File: src/rtl/sbox_sched_pkg.sv
// Shared constants, FSM encoding and a byte-select helper for the S-box BRAM lookup scheduler.
package sbox_sched_pkg;

  localparam int BYTES     = 16;
  localparam int RD_LAT    = 2;
  localparam int SEL_W     = 2;
  localparam int ADDR_W    = SEL_W + 8;
  localparam int ISSUE_CYC = BYTES / 2;
  localparam int TAG_W     = (ISSUE_CYC > 1) ? $clog2(ISSUE_CYC) : 1;
  localparam int STATE_W   = 8 * BYTES;

  typedef enum logic [1:0] {
    IDLE  = 2'd0,
    ISSUE = 2'd1,
    DRAIN = 2'd2,
    DONE  = 2'd3
  } sched_state_e;

  function automatic logic [7:0] get_byte(input logic [STATE_W-1:0] s, input int unsigned idx);
    return s[8*idx +: 8];
  endfunction

endpackage

File: src/rtl/sbox_sched_tag_pipe.sv
// Valid+tag delay line matching the BRAM read latency, so each returning byte pair knows its slot.
module sbox_sched_tag_pipe
  import sbox_sched_pkg::*;
(
  input  logic             clk,
  input  logic             rst_n,
  input  logic             push_i,
  input  logic [TAG_W-1:0] tag_i,
  output logic             vld_o,
  output logic [TAG_W-1:0] tag_o
);

  logic [RD_LAT-1:0]            vld_q;
  logic [RD_LAT-1:0][TAG_W-1:0] tag_q;

  always_ff @(posedge clk or negedge rst_n) begin
    if (!rst_n) begin
      vld_q <= '0;
      tag_q <= '0;
    end else begin
      vld_q[0] <= push_i;
      tag_q[0] <= tag_i;
      for (int i = 1; i < RD_LAT; i++) begin
        vld_q[i] <= vld_q[i-1];
        tag_q[i] <= tag_q[i-1];
      end
    end
  end

  assign vld_o = vld_q[RD_LAT-1];
  assign tag_o = tag_q[RD_LAT-1];

endmodule

File: src/rtl/sbox_bram_lookup_sched.sv
// Runs a 128-bit masked state through a dual-port S-box BRAM, two bytes per cycle,
// and presents the substituted state on a valid/ready output.
module sbox_bram_lookup_sched
  import sbox_sched_pkg::*;
(
  input  logic               clk,
  input  logic               rst_n,
  input  logic               in_valid_i,
  output logic               in_ready_o,
  input  logic [STATE_W-1:0] in_state_i,
  input  logic [SEL_W-1:0]   in_sel_i,
  output logic               out_valid_o,
  input  logic               out_ready_i,
  output logic [STATE_W-1:0] out_state_o,
  output logic [ADDR_W-1:0]  bram_addra_o,
  output logic [ADDR_W-1:0]  bram_addrb_o,
  output logic               bram_en_o,
  output logic               bram_rst_o,
  input  logic [7:0]         bram_doa_i,
  input  logic [7:0]         bram_dob_i
);

  localparam logic [TAG_W-1:0] LAST_TAG = TAG_W'(ISSUE_CYC - 1);

  sched_state_e       state_q, state_d;
  logic [TAG_W-1:0]   k_q, k_d;
  logic [TAG_W-1:0]   cap_q, cap_d;
  logic [STATE_W-1:0] data_q, data_d;
  logic [SEL_W-1:0]   sel_q, sel_d;
  logic [STATE_W-1:0] out_q, out_d;
  logic [ADDR_W-1:0]  addra_q, addra_d;
  logic [ADDR_W-1:0]  addrb_q, addrb_d;
  logic               push;
  logic               cap_vld;
  logic [TAG_W-1:0]   cap_tag;

  always_ff @(posedge clk or negedge rst_n) begin
    if (!rst_n) begin
      state_q <= IDLE;
      k_q     <= '0;
      cap_q   <= '0;
      data_q  <= '0;
      sel_q   <= '0;
      out_q   <= '0;
      addra_q <= '0;
      addrb_q <= '0;
    end else begin
      state_q <= state_d;
      k_q     <= k_d;
      cap_q   <= cap_d;
      data_q  <= data_d;
      sel_q   <= sel_d;
      out_q   <= out_d;
      addra_q <= addra_d;
      addrb_q <= addrb_d;
    end
  end

  // Addresses are registered one cycle ahead so the pins only move on issue cycles.
  always_comb begin
    state_d = state_q;
    k_d     = k_q;
    cap_d   = cap_q;
    data_d  = data_q;
    sel_d   = sel_q;
    out_d   = out_q;
    addra_d = addra_q;
    addrb_d = addrb_q;
    push    = 1'b0;

    unique case (state_q)
      IDLE: begin
        if (in_valid_i) begin
          data_d  = in_state_i;
          sel_d   = in_sel_i;
          addra_d = {in_sel_i, in_state_i[7:0]};
          addrb_d = {in_sel_i, in_state_i[15:8]};
          k_d     = '0;
          cap_d   = '0;
          state_d = ISSUE;
        end
      end
      ISSUE: begin
        push = 1'b1;
        if (k_q == LAST_TAG) begin
          state_d = DRAIN;
        end else begin
          k_d     = k_q + 1'b1;
          addra_d = {sel_q, get_byte(data_q, 2 * (32'(k_q) + 1))};
          addrb_d = {sel_q, get_byte(data_q, 2 * (32'(k_q) + 1) + 1)};
        end
      end
      DRAIN: ;
      DONE: begin
        if (out_ready_i) state_d = IDLE;
      end
      default: state_d = IDLE;
    endcase

    // The BRAM output register only advances while enabled, so capture is gated the same way.
    if (bram_en_o && cap_vld) begin
      for (int i = 0; i < ISSUE_CYC; i++) begin
        if (cap_tag == TAG_W'(i)) begin
          out_d[16*i +: 8]     = bram_doa_i;
          out_d[16*i + 8 +: 8] = bram_dob_i;
        end
      end
      cap_d = cap_q + 1'b1;
      if (state_q == DRAIN && cap_q == LAST_TAG) state_d = DONE;
    end
  end

  sbox_sched_tag_pipe u_tag_pipe (
    .clk    (clk),
    .rst_n  (rst_n),
    .push_i (push),
    .tag_i  (k_q),
    .vld_o  (cap_vld),
    .tag_o  (cap_tag)
  );

  assign in_ready_o   = (state_q == IDLE);
  assign out_valid_o  = (state_q == DONE);
  assign out_state_o  = out_q;
  assign bram_addra_o = addra_q;
  assign bram_addrb_o = addrb_q;
  assign bram_en_o    = (state_q == ISSUE) || (state_q == DRAIN);
  assign bram_rst_o   = ~rst_n;

endmodule
File: config.mk
export PLATFORM = sky130hd
export DESIGN_NAME = sbox_bram_lookup_sched
export DESIGN_NICKNAME = d
export VERILOG_FILES = /design/src/rtl/sbox_sched_pkg.sv /design/src/rtl/sbox_sched_tag_pipe.sv /design/src/rtl/sbox_bram_lookup_sched.sv
export SDC_FILE = /design/constraint.sdc
export NUM_CORES = 1
export LEC_CHECK = 0
export ABC_AREA = 0
export CORE_MARGIN = 1
export CORE_UTILIZATION = 49
export CTS_CLUSTER_SIZE = 28
export DETAILED_ROUTE_END_ITERATION = 16
export PLACE_DENSITY = 0.9
export SLEW_MARGIN = 15
export SYNTH_ARGS = -nofsm -noshare
export SYNTH_HDL_FRONTEND = slang
export SYNTH_HIERARCHICAL = 1
export SYNTH_SLANG_ARGS = --single-unit
export TNS_END_PERCENT = 100
File: constraint.sdc
create_clock -name clk -period 2.7 [get_ports clk]
set_input_delay 0.405 -clock clk [delete_from_list [all_inputs] [get_ports clk]]
set_output_delay 0.405 -clock clk [all_outputs]
set_load 0.05 [all_outputs]
**Yosys cells after proc, flatten, opt, wreduce, memory -nomap -nowiden**

Index checks and enable logic that the tools add are counted.

- Add/subtract/negate cells: 4
- Equal/unequal tests: 14
- Shifts and indexed selects: 2
- Mux-type cells: 18
- Bitwise gates (word level): 1
- Reductions and logical operators: 19

Operators with widths:

| operator | count |
|---|---|
| $shiftx 128x10->8 | 1 |
| $shiftx 128x33->8 | 1 |
| $mux 10 | 4 |
| $pmux 10 s2 | 2 |
| $reduce_and 2->1 | 10 |
| $eq 3x3->1 const B | 6 |
| $mux 3 | 4 |
| $mux 2 | 5 |
| $add 3x1->3 const B | 2 |
| $add 5x1->6 const B | 1 |
| $eq 3x2->1 const B | 2 |
| $pmux 2 s3 | 1 |
| $pmux 3 s2 | 1 |
| $reduce_bool 2->1 | 3 |
| $add 3x1->4 const B | 1 |
| $eq 2x2->1 const B | 2 |
| $ne 2x2->1 const B | 2 |
| $eq 3x1->1 const B | 1 |
| $logic_not 3->1 | 1 |
| $reduce_and 3->1 | 1 |
| $eq 2x1->1 const B | 1 |
| $logic_and 1x1->1 | 2 |
| $logic_not 2->1 | 1 |
| $logic_or 1x1->1 | 1 |
| 2 further kinds | 2 |

- Bits in registers: 294
- Bits of input ports: 150
- Output and inout port bits: 152
- Logic and storage cells: 76

**Depth between registers and ports, before layout**

- Depth after elaboration: 5
- Mapped depth: 9

**By module**

Netlist, hierarchy kept.

By module, submodules not included:

| module | instances | cells an instance | area an instance (um^2) |
|---|---|---|---|
| sbox_bram_lookup_sched | 1 | 785 | 11,399.7 |
| sbox_sched_tag_pipe | 1 | 11 | 222.7 |

**Worst setup path after synthesis**

Ideal clock, no wire load.

- Path type: reg-to-reg
- Start point: reg state_q[1]
- End point: reg out_q[53] (netlist: out_state_o[53])
- Library setup time: 0.125 ns
- Data arrival time: 2.350 ns
- Required time: 2.575 ns
- Path slack: 0.225 ns
- Stages on the path, launching flop included: 9
- Buffers on the path: 2
- Path through: dfrtp_1 -> inv_1 -> ha_1 -> and2_1 -> buf_6 -> nand2_4 -> nor3b_2 -> buf_4 -> mux2_2

- Word-level cells in the longest chain between the ends: 4
- Elaborated cells between the ends (all ways): 5
- Classes of those cells: 2 x eq/ne; 3 x reduce/logical

Ends and longest elaborated chain:

| what | RTL line | source |
|---|---|---|
| start: declaration | sbox_bram_lookup_sched.sv:25 | `sched_state_e state_q, state_d;` |
| start signal: assignment | sbox_bram_lookup_sched.sv:48 | `state_q <= state_d;` |
| $eq 2x1->1 / $eq 2x2->1 (equally long branches) | sbox_bram_lookup_sched.sv:127 | `assign bram_en_o = (state_q == ISSUE) \|\| (state_q == DRAIN);` |
| $logic_or 1x1->1 (*) | sbox_bram_lookup_sched.sv:127 |  |
| named net bram_en_o | sbox_bram_lookup_sched.sv:17 | `output logic bram_en_o,` |
| $logic_and 1x1->1 (*) | sbox_bram_lookup_sched.sv:101 | `if (bram_en_o && cap_vld) begin` |
| $reduce_and 2->1 (no line) (*) | n/a |  |
| end signal: assignment | sbox_bram_lookup_sched.sv:53 | `out_q <= out_d;` |
| end: declaration | sbox_bram_lookup_sched.sv:30 | `logic [STATE_W-1:0] out_q, out_d;` |

The timed path passes the listed nets; every way through them passes the cells marked *.
A chain may end at the register's enable or synchronous reset.

**Worst setup path in the final report**

- Start point: reg state_q[1]
- End point: out out_valid_o

- Word-level cells in the longest chain between the ends: 1

Ends and longest elaborated chain:

| what | RTL line | source |
|---|---|---|
| $eq 2x2->1 | sbox_bram_lookup_sched.sv:123 | `assign out_valid_o = (state_q == DONE);` |
| end: declaration | sbox_bram_lookup_sched.sv:12 | `output logic out_valid_o,` |

Every way passes these cells.

==> flow_metrics.py <==
metrics = {
    "synthesis": {
        "synthMuxAreaShare_pct": 28.5,
        "yosysWarningCount": 6,
        "ys_seq_elements": 276,
        "syn_area_per_cell_um2": 14.6,
        "synth_area_um2": 11600,
        "synth_compound_area_share_pct": 4.35,
        "synth-simple-area-share_pct": 4.06,
        "synth_nets": 954,
        "synth.distinct_cells": 36,
        "yosysTopAreaCellShare_pct": 59.4,
        "ys_seq_area_share_pct": 59.4,
        "syn_inst": 796,
        "yosys.area_share.adder_pct": 0.861,
        "synth_top_family_by_area": "multiplexers",
        "synthTopCellsByArea": "dfrtp_1 59%, mux2_2 22%, mux2i_1 4.4%, mux2_4 2.6%, a22oi_1 1.0%",
        "synth_top_area_cell": "dfrtp_1",
        "synth_xor_area_share_pct": 0,
    },
    "worst_hold_path": {
        "hold_path.class": "primary input to asynchronous set/reset pin",
    },
    "sta": {
        "setup_viol": 0,
        "hold_violations": 0,
        "min_period_over_period_pct": 89.2,
        "rsz0062_at_grt": "false",
        "min_period_ns": 2.41,
        "slew_headroom_pct": 50.6,
        "max_freq_ghz": 0.415,
        "fin_setup_tns_ns": 0,
        "drv_slew": 0,
        "fin_skew_ns": 0.0202,
        "tightest_slew_ns": 0.741,
        "holdWs_ns": 0.252,
    },
    "global_routing": {
        "met2_usage_pct": 44.5,
        "grt_pass1_wl_mm": 47.2,
        "top_usage_layer": "met2",
        "grt_pass1_vias": 8389,
        "globalRouteOverflowTotal": 0,
        "grt_util_met1_pct": 29.3,
        "antenna_found_initial": 1,
        "grt_max_degree": 135,
        "grt_usage_pct": 25.2,
        "use_met3_pct": 7.97,
    },
    "cells_and_area": {
        "fill_cells": 1527,
        "multi_input_area_um2": 4420,
        "n_antenna_cell": 0,
        "final_cell_mix": "298 x clkdlybuf4s50_1, 275 x dfrtp_1, 222 x mux2_2",
        "final_common_cell": "clkdlybuf4s50_1",
        "area_growth_pct": 38.2,
        "nets": 1260,
        "register_area_um2": 6910,
        "drive_gt1_share_pct": 29.5,
        "final_util_pct": 70.1,
    },
    "pwr": {
        "power_density_nw_per_um2": 1330,
        "power_mw": 21.3,
        "p_leak_nw": 6.94,
        "ir_worst_vdd_uv": 722,
    },
    "floorplan": {
        "die_y_um": 156,
        "start_util_pct": 50.7,
        "pin_count": 302,
        "num_rows": 55,
        "core_area_um2": 22900,
        "die_x_um": 156,
        "die-area_um2": 24300,
    },
    "clocking": {
        "postCtsSetupBuffers": 0,
        "clk_path_buf_depth": 3,
        "cts_tree": "done",
        "htreeDepth": 1,
        "clockRootBuffer": "clkbuf_16",
        "numCtsBuffers": 30,
        "cts.sinks": 276,
        "clk_pin_slew_ns": 0.06,
        "clkLatencyLatePin_ns": 0.55,
    },
    "critical_path": {
        "crit_type": "flop to primary output",
        "endpoint_kind": "primary output",
        "worstPathMaxFanout": 5,
        "cp.arrival_ns": 2.00,
        "reg2reg_depth": 7,
        "worstPathRequired_ns": 2.30,
        "cp-start-kind": "flop",
    },
    "route": {
        "wire_per_inst_um": 20.9,
        "antenna_left": 0,
        "drc": 0,
        "drtIter0Drc": 289,
        "vias": 7761,
        "drt-total-wl_mm": 30.0,
        "firstDrtPassIters": 4,
        "vias_per_cell": 5.39,
    },
    "place": {
        "portBuffers": 301,
        "gp_congestion": 0.831,
        "place_hpwl_mm": 20.6,
    },
    "outcome": {
        "status": "finished clean",
    },
    "job": {
        "timing.max_cap.violations": 0,
    },
}
-- routing by layer --
metal | up-vias | part of all wire, %
met5 | - | 0.040
met4 | 2 | 2.5
met3 | 49 | 9.2
met2 | 306 | 50
met1 | 3919 | 39
li1 | 3485 | -
-- registers in the layout, indices dropped and copies added (netlist names), 3 cells and up --
register          cells
out_state_o         128
data_q              112
bram_addra_o         10
bram_addrb_o          8
cap_q                 3
k_q                   3
u_tag_pipe/tag_o      3
u_tag_pipe/tag_q      3
-- metrics by stage --
| step | std cells | worst slack [ns] | area, um2 |
|---|---|---|---|
| floorplan | 796 | 0.225 | 11600 |
| global route | 1439 | 0.189 | 16100 |
| detailed placement | 1382 | 0.377 | 15000 |
| CTS | 1439 | 0.0314 | 16100 |
| finish | 1439 | 0.293 | 16100 |
| global placement | 1382 | 0.550 | 15000 |
-- cells in the mapped netlist --
cell type / n
or4_1: 1
a31oi_1: 1
nor2_1: 19
mux2_4: 20
o21ai_0: 21
dfrtp_1: 276
buf_6: 3
a22oi_1: 16
nor3_2: 2
a2111oi_0: 1
nor2b_1: 2
buf_2: 17
mux2_2: 222
nand2_4: 1
o211ai_1: 16
nor4b_4: 1
nand2_1: 9
or3b_2: 1
nand3_1: 20
nor3b_4: 1
buf_12: 2
mux2i_1: 51
inv_1: 6
buf_1: 7
and2_1: 1
nand3b_1: 16
a22o_1: 4
nor2_2: 1
ha_1: 8
nor3b_2: 1
clkbuf_1: 16
nand2b_1: 1
a21oi_1: 22
or2_2: 1
buf_4: 8
or3_1: 1
-- power breakdown --
group	internal (mW)	total, mW	switching, mW	leakage (nW)
clock	2.62	4.28	1.66	0.516
sequential	6.00	7.10	1.10	3.41
combinational	4.03	9.94	5.91	3.01
-- logic make-up (layout without fill, tap and decap cells) --
kind of cell,after synthesis,count (layout)
flops,276,276
mux,293,293
simple gates,79,79
buf+inv,59,389
compound gates,81,81
fa+ha+maj,8,8
-- path summary, 6_finish.rpt --
kind	from	endpoint	slack, ns
worst min register to register	u_tag_pipe/tag_q[2]$_DFF_PN0_	u_tag_pipe/tag_o[2]$_DFF_PN0_	0.35
worst min-delay path	rst_n	out_state_o[117]$_DFFE_PN0P_	0.25
worst max-delay path	state_q[1]$_DFF_PN0_	out_valid_o	0.29
min in group clk	u_tag_pipe/tag_q[2]$_DFF_PN0_	u_tag_pipe/tag_o[2]$_DFF_PN0_	0.35
max in group asynchronous	rst_n	k_q[1]$_DFFE_PN0P_	1.02
worst max register to register	state_q[1]$_DFF_PN0_	out_state_o[28]$_DFFE_PN0P_	0.42
-- worst max-delay path, stage by stage (launching register included) --
cell and delay (ns):
dfrtp_1 0.44, ha_1 0.20, clkdlybuf4s50_1 0.83
-- layout make-up --
class                   instances  area share [%]
clock buffers                  41            5.38
clock inverters                15            1.17
inverters                       6           0.140
multi-input cells             461            27.5
flip-flops and latches        276            43.0
well taps                     313            2.44
repair buffers                327            20.3
-- timing repair --
action                                  in CTS  in global routing
endpoints found under the setup margin       0                  1
hold buffers                                 1                  0
endpoints found under the hold margin       34                  0
resized for setup                            0                  1
Note: power is estimated with default switching activity, not from simulation.
